File: src/rtl/if_fetch_pkg.sv
// Shared definitions for the instruction-fetch stage.
// Holds bus widths, stall and boolean encodings, the NOP word, the opcodes
// the predictor decodes, the BHT geometry, the fetch FSM state type, and
// the immediate decoders for B-type and JAL.
package if_fetch_pkg;

    localparam int STALL_BUS_W = 6;
    typedef logic [STALL_BUS_W-1:0] stall_bus_t;
    typedef logic [31:0]            inst_addr_bus_t;
    typedef logic [31:0]            reg_bus_t;

    localparam logic TRUE    = 1'b1;
    localparam logic FALSE   = 1'b0;
    localparam logic STOP    = 1'b1;
    localparam logic NO_STOP = 1'b0;

    // StallBus bit positions
    localparam int STALL_PC = 0;
    localparam int STALL_IF = 1;

    localparam reg_bus_t INST_NOP = 32'h0000_0013;

    localparam logic [6:0] OPC_JAL    = 7'b1101111;
    localparam logic [6:0] OPC_BRANCH = 7'b1100011;

    localparam int BHT_IDX_W   = 6;
    localparam int BHT_ENTRIES = 1 << BHT_IDX_W;

    typedef enum logic [1:0] {
        ST_IDLE    = 2'd0,
        ST_BUSY    = 2'd1,
        ST_DISCARD = 2'd2
    } fetch_state_t;

    function automatic reg_bus_t imm_b(input reg_bus_t inst);
        return {{20{inst[31]}}, inst[7], inst[30:25], inst[11:8], 1'b0};
    endfunction

    function automatic reg_bus_t imm_j(input reg_bus_t inst);
        return {{12{inst[31]}}, inst[19:12], inst[20], inst[30:21], 1'b0};
    endfunction

endpackage

File: src/rtl/if_bht.sv
// Branch history table: 64 two-bit saturating counters.
// Ports:
//   clk, rst        clock, synchronous active-high reset (counters -> 01)
//   upd_i           update strobe from EX
//   upd_idx_i       counter index to update
//   upd_taken_i     resolved direction (1 = increment, 0 = decrement)
//   lookup_idx_i    counter index to read
//   lookup_taken_o  MSB of the addressed counter (predict taken)
// The lookup reads the registered counters, so an update to the same index
// in the same cycle is not visible until the following cycle.
module if_bht
    import if_fetch_pkg::*;
(
    input  logic                 clk,
    input  logic                 rst,
    input  logic                 upd_i,
    input  logic [BHT_IDX_W-1:0] upd_idx_i,
    input  logic                 upd_taken_i,
    input  logic [BHT_IDX_W-1:0] lookup_idx_i,
    output logic                 lookup_taken_o
);

    logic [1:0] cnt_q [BHT_ENTRIES];
    logic [1:0] cnt_d [BHT_ENTRIES];

    always_comb begin
        for (int i = 0; i < BHT_ENTRIES; i++) begin
            cnt_d[i] = cnt_q[i];
            if (upd_i && (upd_idx_i == BHT_IDX_W'(i))) begin
                if (upd_taken_i) begin
                    if (cnt_q[i] != 2'b11) cnt_d[i] = cnt_q[i] + 2'd1;
                end else begin
                    if (cnt_q[i] != 2'b00) cnt_d[i] = cnt_q[i] - 2'd1;
                end
            end
        end
    end

    always_ff @(posedge clk) begin
        if (rst) begin
            for (int i = 0; i < BHT_ENTRIES; i++) cnt_q[i] <= 2'b01;
        end else begin
            cnt_q <= cnt_d;
        end
    end

    assign lookup_taken_o = cnt_q[lookup_idx_i][1];

endmodule

File: src/rtl/if_fetch.sv
// Instruction-fetch stage with static JAL / BHT-based branch prediction.
// Issues one fetch at a time to the memory controller, predicts the next PC
// from the returned word, and presents the instruction to decode through an
// output register backed by a one-entry skid buffer for IF holds.
// Ports:
//   clk, rst                      clock, synchronous active-high reset
//   stall_i[5:0]                  StallBus: bit0 holds PC, bit1 holds IF outputs
//   ex_jmp_wrong_i/_target_i      misprediction redirect from EX
//   ex_br_upd_i/_pc_i/_taken_i    resolved branch, trains the BHT
//   mem_req_o/mem_addr_o          fetch request, held until mem_done_i
//   mem_done_i/mem_data_i         one-cycle completion with the fetched word
//   if_pc_o/if_inst_o             delivered instruction (NOP when none)
//   if_jmp_status_o/if_offset_o   predicted-taken flag and B/JAL immediate
//   stallreq_o                    pipeline stall request while a fetch is open
//
// state      | meaning
// -----------+-------------------------------------------------------------
// ST_IDLE    | no fetch outstanding; issues the next one when allowed
// ST_BUSY    | fetch outstanding; its data will be delivered
// ST_DISCARD | fetch outstanding after a redirect; its data will be dropped
module if_fetch
    import if_fetch_pkg::*;
(
    input  logic        clk,
    input  logic        rst,
    input  logic [5:0]  stall_i,
    input  logic        ex_jmp_wrong_i,
    input  logic [31:0] ex_jmp_target_i,
    input  logic        ex_br_upd_i,
    input  logic [31:0] ex_br_pc_i,
    input  logic        ex_br_taken_i,
    output logic        mem_req_o,
    output logic [31:0] mem_addr_o,
    input  logic        mem_done_i,
    input  logic [31:0] mem_data_i,
    output logic [31:0] if_pc_o,
    output logic [31:0] if_inst_o,
    output logic        if_jmp_status_o,
    output logic [31:0] if_offset_o,
    output logic        stallreq_o
);

    fetch_state_t   state_q, state_d;
    inst_addr_bus_t pc_q, pc_d;
    logic           mem_req_q, mem_req_d;
    inst_addr_bus_t mem_addr_q, mem_addr_d;

    inst_addr_bus_t out_pc_q, out_pc_d;
    reg_bus_t       out_inst_q, out_inst_d;
    logic           out_taken_q, out_taken_d;
    reg_bus_t       out_offset_q, out_offset_d;

    logic           buf_valid_q, buf_valid_d;
    inst_addr_bus_t buf_pc_q, buf_pc_d;
    reg_bus_t       buf_inst_q, buf_inst_d;
    logic           buf_taken_q, buf_taken_d;
    reg_bus_t       buf_offset_q, buf_offset_d;

    logic           unused_inputs;
    assign unused_inputs = ^{stall_i[5:2], ex_br_pc_i[31:8], ex_br_pc_i[1:0]};

    // Decode of the word returning from memory; its PC is the request address.
    logic           bht_taken;
    logic           fetch_is_jal;
    logic           fetch_is_br;
    logic           fetch_taken;
    reg_bus_t       fetch_offset;
    inst_addr_bus_t fetch_next_pc;
    logic           fetch_ok;

    if_bht u_bht (
        .clk            (clk),
        .rst            (rst),
        .upd_i          (ex_br_upd_i),
        .upd_idx_i      (ex_br_pc_i[7:2]),
        .upd_taken_i    (ex_br_taken_i),
        .lookup_idx_i   (mem_addr_q[7:2]),
        .lookup_taken_o (bht_taken)
    );

    always_comb begin
        fetch_is_jal  = (mem_data_i[6:0] == OPC_JAL);
        fetch_is_br   = (mem_data_i[6:0] == OPC_BRANCH);
        fetch_offset  = fetch_is_jal ? imm_j(mem_data_i) :
                        fetch_is_br  ? imm_b(mem_data_i) : '0;
        fetch_taken   = fetch_is_jal || (fetch_is_br && bht_taken);
        fetch_next_pc = fetch_taken ? (mem_addr_q + fetch_offset)
                                    : (mem_addr_q + 32'd4);
    end

    always_comb begin
        state_d      = state_q;
        pc_d         = pc_q;
        mem_req_d    = mem_req_q;
        mem_addr_d   = mem_addr_q;
        out_pc_d     = out_pc_q;
        out_inst_d   = out_inst_q;
        out_taken_d  = out_taken_q;
        out_offset_d = out_offset_q;
        buf_valid_d  = buf_valid_q;
        buf_pc_d     = buf_pc_q;
        buf_inst_d   = buf_inst_q;
        buf_taken_d  = buf_taken_q;
        buf_offset_d = buf_offset_q;
        fetch_ok     = FALSE;

        case (state_q)
            ST_IDLE: begin
                if (ex_jmp_wrong_i) begin
                    pc_d = ex_jmp_target_i;
                end else if (stall_i[STALL_PC] == NO_STOP && !buf_valid_q) begin
                    mem_req_d  = TRUE;
                    mem_addr_d = pc_q & ~32'h3;
                    state_d    = ST_BUSY;
                end
            end
            ST_BUSY: begin
                if (ex_jmp_wrong_i) begin
                    pc_d = ex_jmp_target_i;
                    if (mem_done_i) begin
                        mem_req_d = FALSE;
                        state_d   = ST_IDLE;
                    end else begin
                        state_d   = ST_DISCARD;
                    end
                end else if (mem_done_i) begin
                    // The predicted PC is taken even under a PC hold; the hold
                    // only prevents the next request from going out.
                    mem_req_d = FALSE;
                    state_d   = ST_IDLE;
                    pc_d      = fetch_next_pc;
                    fetch_ok  = TRUE;
                end
            end
            ST_DISCARD: begin
                if (ex_jmp_wrong_i) pc_d = ex_jmp_target_i;
                if (mem_done_i) begin
                    mem_req_d = FALSE;
                    state_d   = ST_IDLE;
                end
            end
            default: begin
                mem_req_d = FALSE;
                state_d   = ST_IDLE;
            end
        endcase

        // A redirect flushes wrong-path work even through an IF hold.
        if (ex_jmp_wrong_i) begin
            out_inst_d   = INST_NOP;
            out_taken_d  = FALSE;
            out_offset_d = '0;
            buf_valid_d  = FALSE;
        end else if (stall_i[STALL_IF] == STOP) begin
            if (fetch_ok) begin
                buf_valid_d  = TRUE;
                buf_pc_d     = mem_addr_q;
                buf_inst_d   = mem_data_i;
                buf_taken_d  = fetch_taken;
                buf_offset_d = fetch_offset;
            end
        end else if (buf_valid_q) begin
            out_pc_d     = buf_pc_q;
            out_inst_d   = buf_inst_q;
            out_taken_d  = buf_taken_q;
            out_offset_d = buf_offset_q;
            buf_valid_d  = FALSE;
        end else if (fetch_ok) begin
            out_pc_d     = mem_addr_q;
            out_inst_d   = mem_data_i;
            out_taken_d  = fetch_taken;
            out_offset_d = fetch_offset;
        end else begin
            // Bubble: an instruction is presented for exactly one cycle.
            out_inst_d   = INST_NOP;
            out_taken_d  = FALSE;
            out_offset_d = '0;
        end
    end

    always_ff @(posedge clk) begin
        if (rst) begin
            state_q      <= ST_IDLE;
            pc_q         <= '0;
            mem_req_q    <= FALSE;
            mem_addr_q   <= '0;
            out_pc_q     <= '0;
            out_inst_q   <= INST_NOP;
            out_taken_q  <= FALSE;
            out_offset_q <= '0;
            buf_valid_q  <= FALSE;
            buf_pc_q     <= '0;
            buf_inst_q   <= INST_NOP;
            buf_taken_q  <= FALSE;
            buf_offset_q <= '0;
        end else begin
            state_q      <= state_d;
            pc_q         <= pc_d;
            mem_req_q    <= mem_req_d;
            mem_addr_q   <= mem_addr_d;
            out_pc_q     <= out_pc_d;
            out_inst_q   <= out_inst_d;
            out_taken_q  <= out_taken_d;
            out_offset_q <= out_offset_d;
            buf_valid_q  <= buf_valid_d;
            buf_pc_q     <= buf_pc_d;
            buf_inst_q   <= buf_inst_d;
            buf_taken_q  <= buf_taken_d;
            buf_offset_q <= buf_offset_d;
        end
    end

    // Drops in the completion cycle so the pipeline can advance with the data.
    assign stallreq_o      = (state_q == ST_DISCARD) ||
                             (state_q == ST_BUSY && !mem_done_i);
    assign mem_req_o       = mem_req_q;
    assign mem_addr_o      = mem_addr_q;
    assign if_pc_o         = out_pc_q;
    assign if_inst_o       = out_inst_q;
    assign if_jmp_status_o = out_taken_q;
    assign if_offset_o     = out_offset_q;

endmodule

File: config.mk
export PLATFORM = sky130hd
export DESIGN_NAME = if_fetch
export DESIGN_NICKNAME = d
export VERILOG_FILES = /design/src/rtl/if_fetch_pkg.sv /design/src/rtl/if_bht.sv /design/src/rtl/if_fetch.sv
export SDC_FILE = /design/constraint.sdc
export NUM_CORES = 1
export LEC_CHECK = 0
export ABC_AREA = 1
export BUFFER_PORTS_ARGS = -buffer_cell sky130_fd_sc_hd__buf_2
export CELL_PAD_IN_SITES_DETAIL_PLACEMENT = 1
export CELL_PAD_IN_SITES_GLOBAL_PLACEMENT = 1
export CORE_MARGIN = 1.5
export CORE_UTILIZATION = 38
export CTS_BUF_LIST = sky130_fd_sc_hd__clkbuf_4 sky130_fd_sc_hd__clkbuf_8 sky130_fd_sc_hd__clkbuf_16
export CTS_CLUSTER_DIAMETER = 80
export DETAILED_ROUTE_END_ITERATION = 8
export PLACE_DENSITY_LB_ADDON = 0.1
export SLEW_MARGIN = 40
export SYNTH_ARGS = -nofsm -noshare
export SYNTH_HDL_FRONTEND = slang
export SYNTH_SLANG_ARGS = --single-unit
File: constraint.sdc
create_clock -name clk -period 3.3 [get_ports clk]
set_input_delay 0.33 -clock clk [delete_from_list [all_inputs] [get_ports clk]]
set_output_delay 0.33 -clock clk [all_outputs]
set_load 0.02 [all_outputs]
==> summary.md, run 1 <==
| Metric | Value |
|---|---|
| Clk_skew | `17.6 ps` |
| Commonest non-fill, non-tap cell in the layout | `nand2_1` |
| Post-synthesis area per instance | `6.92 um2` |
| Multi-input logic area | `9610 um2` |
| Setup violations, final | `21` |
| 1st-iter DRT viols | `1030` |
| Hold path depth | `3` |
| Most used routing layer | `met2` |
| Max H-tree Level | `2` |
| Final antenna-violating net count | `0` |
| Filler Cell Count | `5809` |
| Worst vdd ir | `0.296 mV` |
| Chip Width | `218 um` |
| Share of post-route cells with drive strength above 1 | `23.6%` |
| Final Hold Vio Count | `0` |
| PortBufs | `201` |
| CP required | `3740 ps` |
| Clock sink count | `358` |
| Final Cycle Share | `108%` |
| Routed WL per cell | `19.1 um` |
| Iteration count of the initial detailed-routing pass | `5` |
| Non-Filler Instances | `3484` |
| Post-Syn Instances | `2548` |
| DRC viols | `0` |
| Gpl congestion | `0.847` |
| Failing checks | `negative setup slack` |
| Max Slew Vio Count | `0` |
| Met3 usage | `4.06%` |
| Hpwl dp | `44800 um` |
| Distinct cells, synth | `48` |
| Num CTS Buffers | `42` |
| CTS tree | `done` |
| Status | `finished with violations` |
| Crit path max fanout | `7` |
| Met2 Usage GRT | `44.5%` |
| Setup TNS | `-3180 ps` |
| Initial Util | `38.7%` |
| RSZ-0062 raised after global routing | `yes` |
| Fmax | `280 MHz` |
| HP Class | `in2reg` |
| Sequential area share after synthesis | `40.6%` |
| Root cell of the clock tree | `clkbuf_16` |
| CP endpoint kind | `flip-flop` |
| Synthesis Warnings | `0` |
| Initial antenna violation count | `0` |
| I/O pin total | `239` |
| Area Growth Syn to Fin | `29.1%` |
| # diodes | `0` |
| Cell area after synthesis | `17600 um2` |
| Worst r2r path cells | `27` |
| Skew-Pair Late Insertion Delay | `570 ps` |
| Largest net degree at the start of global routing | `130` |
| CP Launch Type | `flip-flop` |
| Global-route wire length before repair | `103000 um` |
| Leak pwr | `9.54 nW` |
| Tmin final | `3580 ps` |
| Cell count after placement | `3380` |
| Layout Utilization | `49.9%` |
| Row cnt | `78` |
| Vias in the first global route | `19500` |
| Commonest cells after routing, fill and taps aside | `379 x nand2_1, 355 x dfxtp_1, 339 x nor2_1` |
| Data arrival time of the critical path | `4010 ps` |
| Layout net count | `2997` |
| Final worst slack | `-276 ps` |
| Max-slew headroom | `44.3%` |
| Total congestion overflow | `0` |
| FF+latch area | `7180 um2` |
| Prevailing post-synth register cell | `dfxtp_1` |
| Die ar. | `47700 um2` |
| Die height | `218 um` |
| Post-synth ARST share | `0%` |
| Core Box Area | `45600 um2` |
| Worst-margin pin slew | `834 ps` |
| GRT met1 Usage | `35.6%` |
| Via count | `18900` |
| Routed WL | `66400 um` |
| Clock tree buffer depth | `3` |
| Power density over cell area | `463 nW/um2` |
| Number of max-cap violations | `0` |
| Via density | `5.44` |
| Tot GR Track Use | `26.9%` |
| EDFF count, synth | `0` |
| Critical path class | `reg2reg` |
| Flop and latch count out of synthesis | `358` |
| Clock transition at path regs | `60 ps` |
| R2R setup slack | `-280 ps` |
==> logic make-up after synthesis <==
logic type,share of synthesized area [%]
AO/OA/AOI/OAI,24.4
AND/OR/NAND/NOR,22.9
other,0.0213
XOR/XNOR,0.646
flip-flops,40.6
adder cells (fa/ha/maj),2.46
buffers and inverters,9.00
==> flip-flops by register name, indices dropped and copies added, names as in the netlist <==
register / count
if_inst_o: 32
mem_addr_o: 30
buf_valid_q: 1
if_jmp_status_o: 1
mem_req_o: 1
if_offset_o: 20
buf_pc_q: 30
buf_inst_q: 32
buf_taken_q: 1
pc_q: 30
buf_offset_q: 20
state_q: 2
if_pc_o: 30
u_bht.cnt_q: 128
==> final cells by class <==
cell class | instances | share of cell area [%]
Clock inverter | 6 | 0.368
Multi-Input combinational cell | 1811 | 42.2
Inverter | 225 | 3.86
Sequential cell | 358 | 31.5
Tap cell | 600 | 3.30
Timing Repair inverter | 1 | 0.0880
Timing Repair Buffer | 416 | 12.6
Clock buffer | 67 | 6.00
==> per-layer routing <==
metal	vias to the layer above	wire length (um)	share of wire [%]
li1	9090	-	-
met1	9292	30200	46
met4	0	1930	2.9
met3	129	3160	4.8
met2	438	31100	47
met5	-	0	0
==> worst max-delay path, stage by stage (launching register included) <==
cell and delay [ps]:
dfxtp_4 410, buf_12 190, clkbuf_16 160, o21ai_2 50
nand3_1 80, nand2_1 80, nand2_2 80, nand3_2 90
nand3_2 100, nand3_4 110, nand2_4 100, buf_8 160
inv_8 60, nand2_2 50, inv_2 50, ha_4 300
nand2_4 70, nor2_4 130, inv_2 60, o21ai_4 270
nand3_2 90, o211ai_1 150, nand2_1 120, nand2_2 140
nand3b_1 120, nand3_1 70, nand2_1 100, a21oi_2 50
==> power by group <==
part           internal (W)  switching [W]  total (W)
sequential          0.00443      0.0000977    0.00453
clock               0.00298        0.00190    0.00489
combinational      0.000395       0.000728    0.00112
total               0.00781        0.00273     0.0105
==> repair_timing <==
item                                    in CTS  in global routing
cloned                                       4                  1
buffers inserted                            10                 15
endpoints found under the setup margin      21                 23
pin swaps                                   24                 58
hold endpoints to repair                     1                  0
resized for setup                           69                111
hold buffers                                 1                  0
==> final timing paths <==
path	from	to
min	mem_data_i[14]	if_inst_o[14]$_SDFFE_PP0N_
max reg2reg	mem_addr_o[2]$_SDFFE_PP0P_	pc_q[31]$_SDFFE_PP0P_
max	mem_addr_o[2]$_SDFFE_PP0P_	pc_q[31]$_SDFFE_PP0P_
min reg2reg	buf_inst_q[26]$_SDFFE_PP0P_	buf_inst_q[26]$_SDFFE_PP0P_
==> stage by stage <==
step / setup WS, ps / hold WS, ps / total power (W) / instance area, um2
6_report: -276 / 30.1 / 0.0105 / 22800
5_1_grt: -471 / 26.9 / 0.0109 / 22800
4_1_cts: -212 / 3.02 / 0.0106 / 22200
3_5_place_dp: -404 / 439 / 0.00562 / 20200
3_3_place_gp: -307 / 436 / 0.00559 / 20200
2_1_floorplan: 2.80 / 426 / 0.00518 / 17700
==> cell usage after synthesis, types with 2 or more instances <==
cell | instances | area (um2)
a21boi_0 | 2 | 15.0
a21o_1 | 9 | 67.6
a21oi_1 | 303 | 1520
a21oi_2 | 4 | 35.0
a221o_1 | 22 | 220
a221oi_1 | 2 | 17.5
a22o_1 | 2 | 17.5
a22oi_1 | 18 | 135
a31oi_1 | 36 | 225
buf_2 | 14 | 70.1
buf_4 | 18 | 135
buf_6 | 8 | 90.1
clkbuf_1 | 117 | 439
clkinv_1 | 6 | 22.5
dfxtp_1 | 358 | 7170
ha_1 | 33 | 413
inv_1 | 215 | 807
inv_2 | 3 | 11.3
nand2_1 | 402 | 1510
nand3_1 | 142 | 711
nand3_2 | 2 | 20.0
nand4_1 | 4 | 25.0
nor2_1 | 360 | 1350
nor3_1 | 10 | 50.1
nor4_1 | 2 | 12.5
o211ai_1 | 14 | 105
o21a_1 | 4 | 30.0
o21ai_0 | 333 | 1670
o21ai_1 | 6 | 30.0
o21ai_2 | 2 | 17.5
o21bai_1 | 11 | 82.6
o221ai_1 | 4 | 35.0
o22ai_1 | 9 | 56.3
or2_2 | 48 | 300
xnor2_1 | 5 | 43.8
xor2_1 | 8 | 70.1
Power figures use the tool's default switching activity.
==> inputs of run 2 (changes only) <==
==> constraint.sdc (replaced) <==
create_clock -name clk -period 3.3 [get_ports clk]
set_input_delay 0.165 -clock clk [delete_from_list [all_inputs] [get_ports clk]]
set_output_delay 0.165 -clock clk [all_outputs]
set_load 0.02 [all_outputs]
==> run 2 against run 1 <==
  * The run still ends with negative setup slack left
  * Sequential share of layout area decreased by 0.94 points
  * Critical path depth down 1
  * Fmax increased by 0.55%
  * Utilization up 1.5 points
  * First-iteration DRC count is 16% higher
  * Non-clock buffer count up 29
  * Highest routed layer unchanged
  * Global-route usage is 0.65 points higher
  * Total power increased by 1.4%
==> summary.md, run 2 (same netlist as run 1, synthesis figures left out) <==
| Metric | Value |
|---|---|
| Status | `finished with violations` |
| Failing checks | `negative setup slack` |
| P_int | `0.00787 W` |
| Critical path class | `reg2reg` |
| Root cell of the clock tree | `clkbuf_16` |
| Initial Util | `38.7%` |
| Switching Power | `0.00281 W` |
| Skew-Pair Late Insertion Delay | `590 ps` |
| Worst-margin pin slew | `862 ps` |
| RSZ-0062 raised after global routing | `yes` |
| Row cnt | `78` |
| Worst vdd ir | `0.308 mV` |
| Final worst slack | `-256 ps` |
| Largest register FFs | `128` |
| Layout net count | `3028` |
| Leak pwr | `9.76 nW` |
| FF-to-FF End | `pc_q[31]$_SDFFE_PP0P_` |
| Clk_skew | `20.2 ps` |
| Commonest non-fill, non-tap cell in the layout | `nand2_1` |
| Initial antenna violation count | `0` |
| Crit path max fanout | `8` |
| Non-Filler Instances | `3518` |
| Num CTS Buffers | `43` |
| Routed WL | `67800 um` |
| Setup violations, final | `21` |
| Die ar. | `47700 um2` |
| Core Box Area | `45600 um2` |
| Fmax | `281 MHz` |
| Iteration count of the initial detailed-routing pass | `5` |
| Clock sink count | `358` |
| Max H-tree Level | `2` |
| Max-slew headroom | `42.6%` |
| DRC viols | `0` |
| Chip Width | `218 um` |
| Routed WL per cell | `19.3 um` |
| Clock tree buffer depth | `3` |
| Net Sw Frac | `26.3%` |
| Area Growth Syn to Fin | `33.0%` |
| Tot GR Track Use | `27.6%` |
| Largest net degree at the start of global routing | `130` |
| Part of the power in combinational logic | `11.0%` |
| End point of the critical path | `pc_q[31]$_SDFFE_PP0P_` |
| Share of post-route cells with drive strength above 1 | `24.9%` |
| Filler Cell Count | `5699` |
| Final Hold Vio Count | `0` |
| CP required | `3730 ps` |
| I/O pin total | `239` |
| Vias in the first global route | `19700` |
| # diodes | `0` |
| HP Class | `in2reg` |
| Layout Utilization | `51.5%` |
| Hpwl dp | `44700 um` |
| Final Power | `0.0107 W` |
| Gpl congestion | `0.879` |
| 1st-iter DRT viols | `1190` |
| Critical Path Source | `mem_addr_o[2]$_SDFFE_PP0P_` |
| Global-route wire length before repair | `105000 um` |
| Worst r2r path cells | `26` |
| Data arrival time of the critical path | `3990 ps` |
| CP endpoint kind | `flip-flop` |
| R2R setup slack | `-260 ps` |
| CTS tree | `done` |
| Final Cycle Share | `108%` |
| Commonest cells after routing, fill and taps aside | `356 x nand2_1, 355 x dfxtp_1, 338 x nor2_1` |
| Via count | `19000` |
| Tmin final | `3560 ps` |
| Total congestion overflow | `0` |
| Via density | `5.40` |
| Setup TNS | `-3340 ps` |
| Clock transition at path regs | `60 ps` |
| Final antenna-violating net count | `0` |
| Power density over cell area | `455 nW/um2` |
| Seq pwr share | `42.5%` |
| Clock Power Share | `46.5%` |
| Max Slew Vio Count | `0` |
| WHS | `23.7 ps` |
| Die height | `218 um` |
| Worst reg2reg startpoint | `mem_addr_o[2]$_SDFFE_PP0P_` |
| CP Launch Type | `flip-flop` |
| Cell count after placement | `3353` |
| PortBufs | `201` |
| Number of max-cap violations | `0` |
| Biggest register | `u_bht.cnt_q` |
-- run 2: how the worst min path moves through the flow --
stage	startpoint	to	cells past startpoint
floorplan	mem_data_i[4]	buf_inst_q[4]$_SDFFE_PP1P_	2
global placement	mem_data_i[5]	buf_inst_q[5]$_SDFFE_PP0P_	3
detailed placement	buf_inst_q[25]$_SDFFE_PP0P_	buf_inst_q[25]$_SDFFE_PP0P_	2
CTS	ex_jmp_target_i[30]	pc_q[30]$_SDFFE_PP0P_	5
global route	ex_jmp_target_i[30]	pc_q[30]$_SDFFE_PP0P_	5
finish	ex_jmp_target_i[30]	pc_q[30]$_SDFFE_PP0P_	5
-- run 2: metrics by stage --
step	worst slack, ps	area (um2)
final	-256	23500
after CTS	-135	22800
after global placement	-433	19900
after detailed placement	-468	20000
after floorplan	2.80	17700
after global routing	-439	23500
-- run 2: timing repair --
action | in CTS | in global routing
endpoints found under the hold margin | 84 | 0
pin swaps | 29 | 71
resized for setup | 125 | 129
hold buffers | 51 | 0
cloned | 4 | 2
buffers inserted | 20 | 12
setup endpoints to repair | 22 | 23
-- run 2: power by group through the flow --
stage	logic, W	clock network (W)	registers, W
CTS	0.00112	0.00505	0.00453
global route	0.00128	0.00524	0.00455
detailed placement	0.000975	0	0.00462
floorplan	0.000535	0	0.00465
finish	0.00118	0.00497	0.00454
global placement	0.000944	0	0.00462
-- run 2: final cells by class --
| cell class | count | area (um2) | area share [%] |
|---|---|---|---|
| Inverter | 225 | 872 | 3.72 |
| Clock inverter | 13 | 160 | 0.683 |
| Timing Repair Buffer | 445 | 3220 | 13.7 |
| Clock buffer | 64 | 1320 | 5.63 |
| Sequential cell | 358 | 7180 | 30.6 |
| Timing Repair inverter | 2 | 25.0 | 0.107 |
| Multi-Input combinational cell | 1811 | 9940 | 42.4 |
| Tap cell | 600 | 751 | 3.20 |
-- run 2: critical path, cell delays in order (launching register included) --
cell and delay (ps):
dfxtp_4 400, buf_12 160, clkinv_8 80, nand2_1 90, nand3_2 70, nand3_2 80, nand2_1 70, nand2_1 80
nand3_2 80, nand3_2 110, nand3_4 120, nand2_4 130, buf_4 160, nor2_4 40, ha_4 300, nand3_1 120
nand2_2 140, a21oi_4 80, o21ai_4 200, nand3_2 120, o211ai_1 190, nand2_1 110, nand2_2 120, nand3b_1 110
nand3_1 90, nand2_1 110, a21oi_2 50
-- run 2: metal layers --
metal / vias to the layer above / GRT usage [%] / wire, um
li1: 9175 / - / -
met1: 9285 / 36.4 / 30900
met2: 428 / 45.9 / 32000
met3: 116 / 4.48 / 3080
met4: 0 / 8.41 / 1790
met5: - / 0 / 0
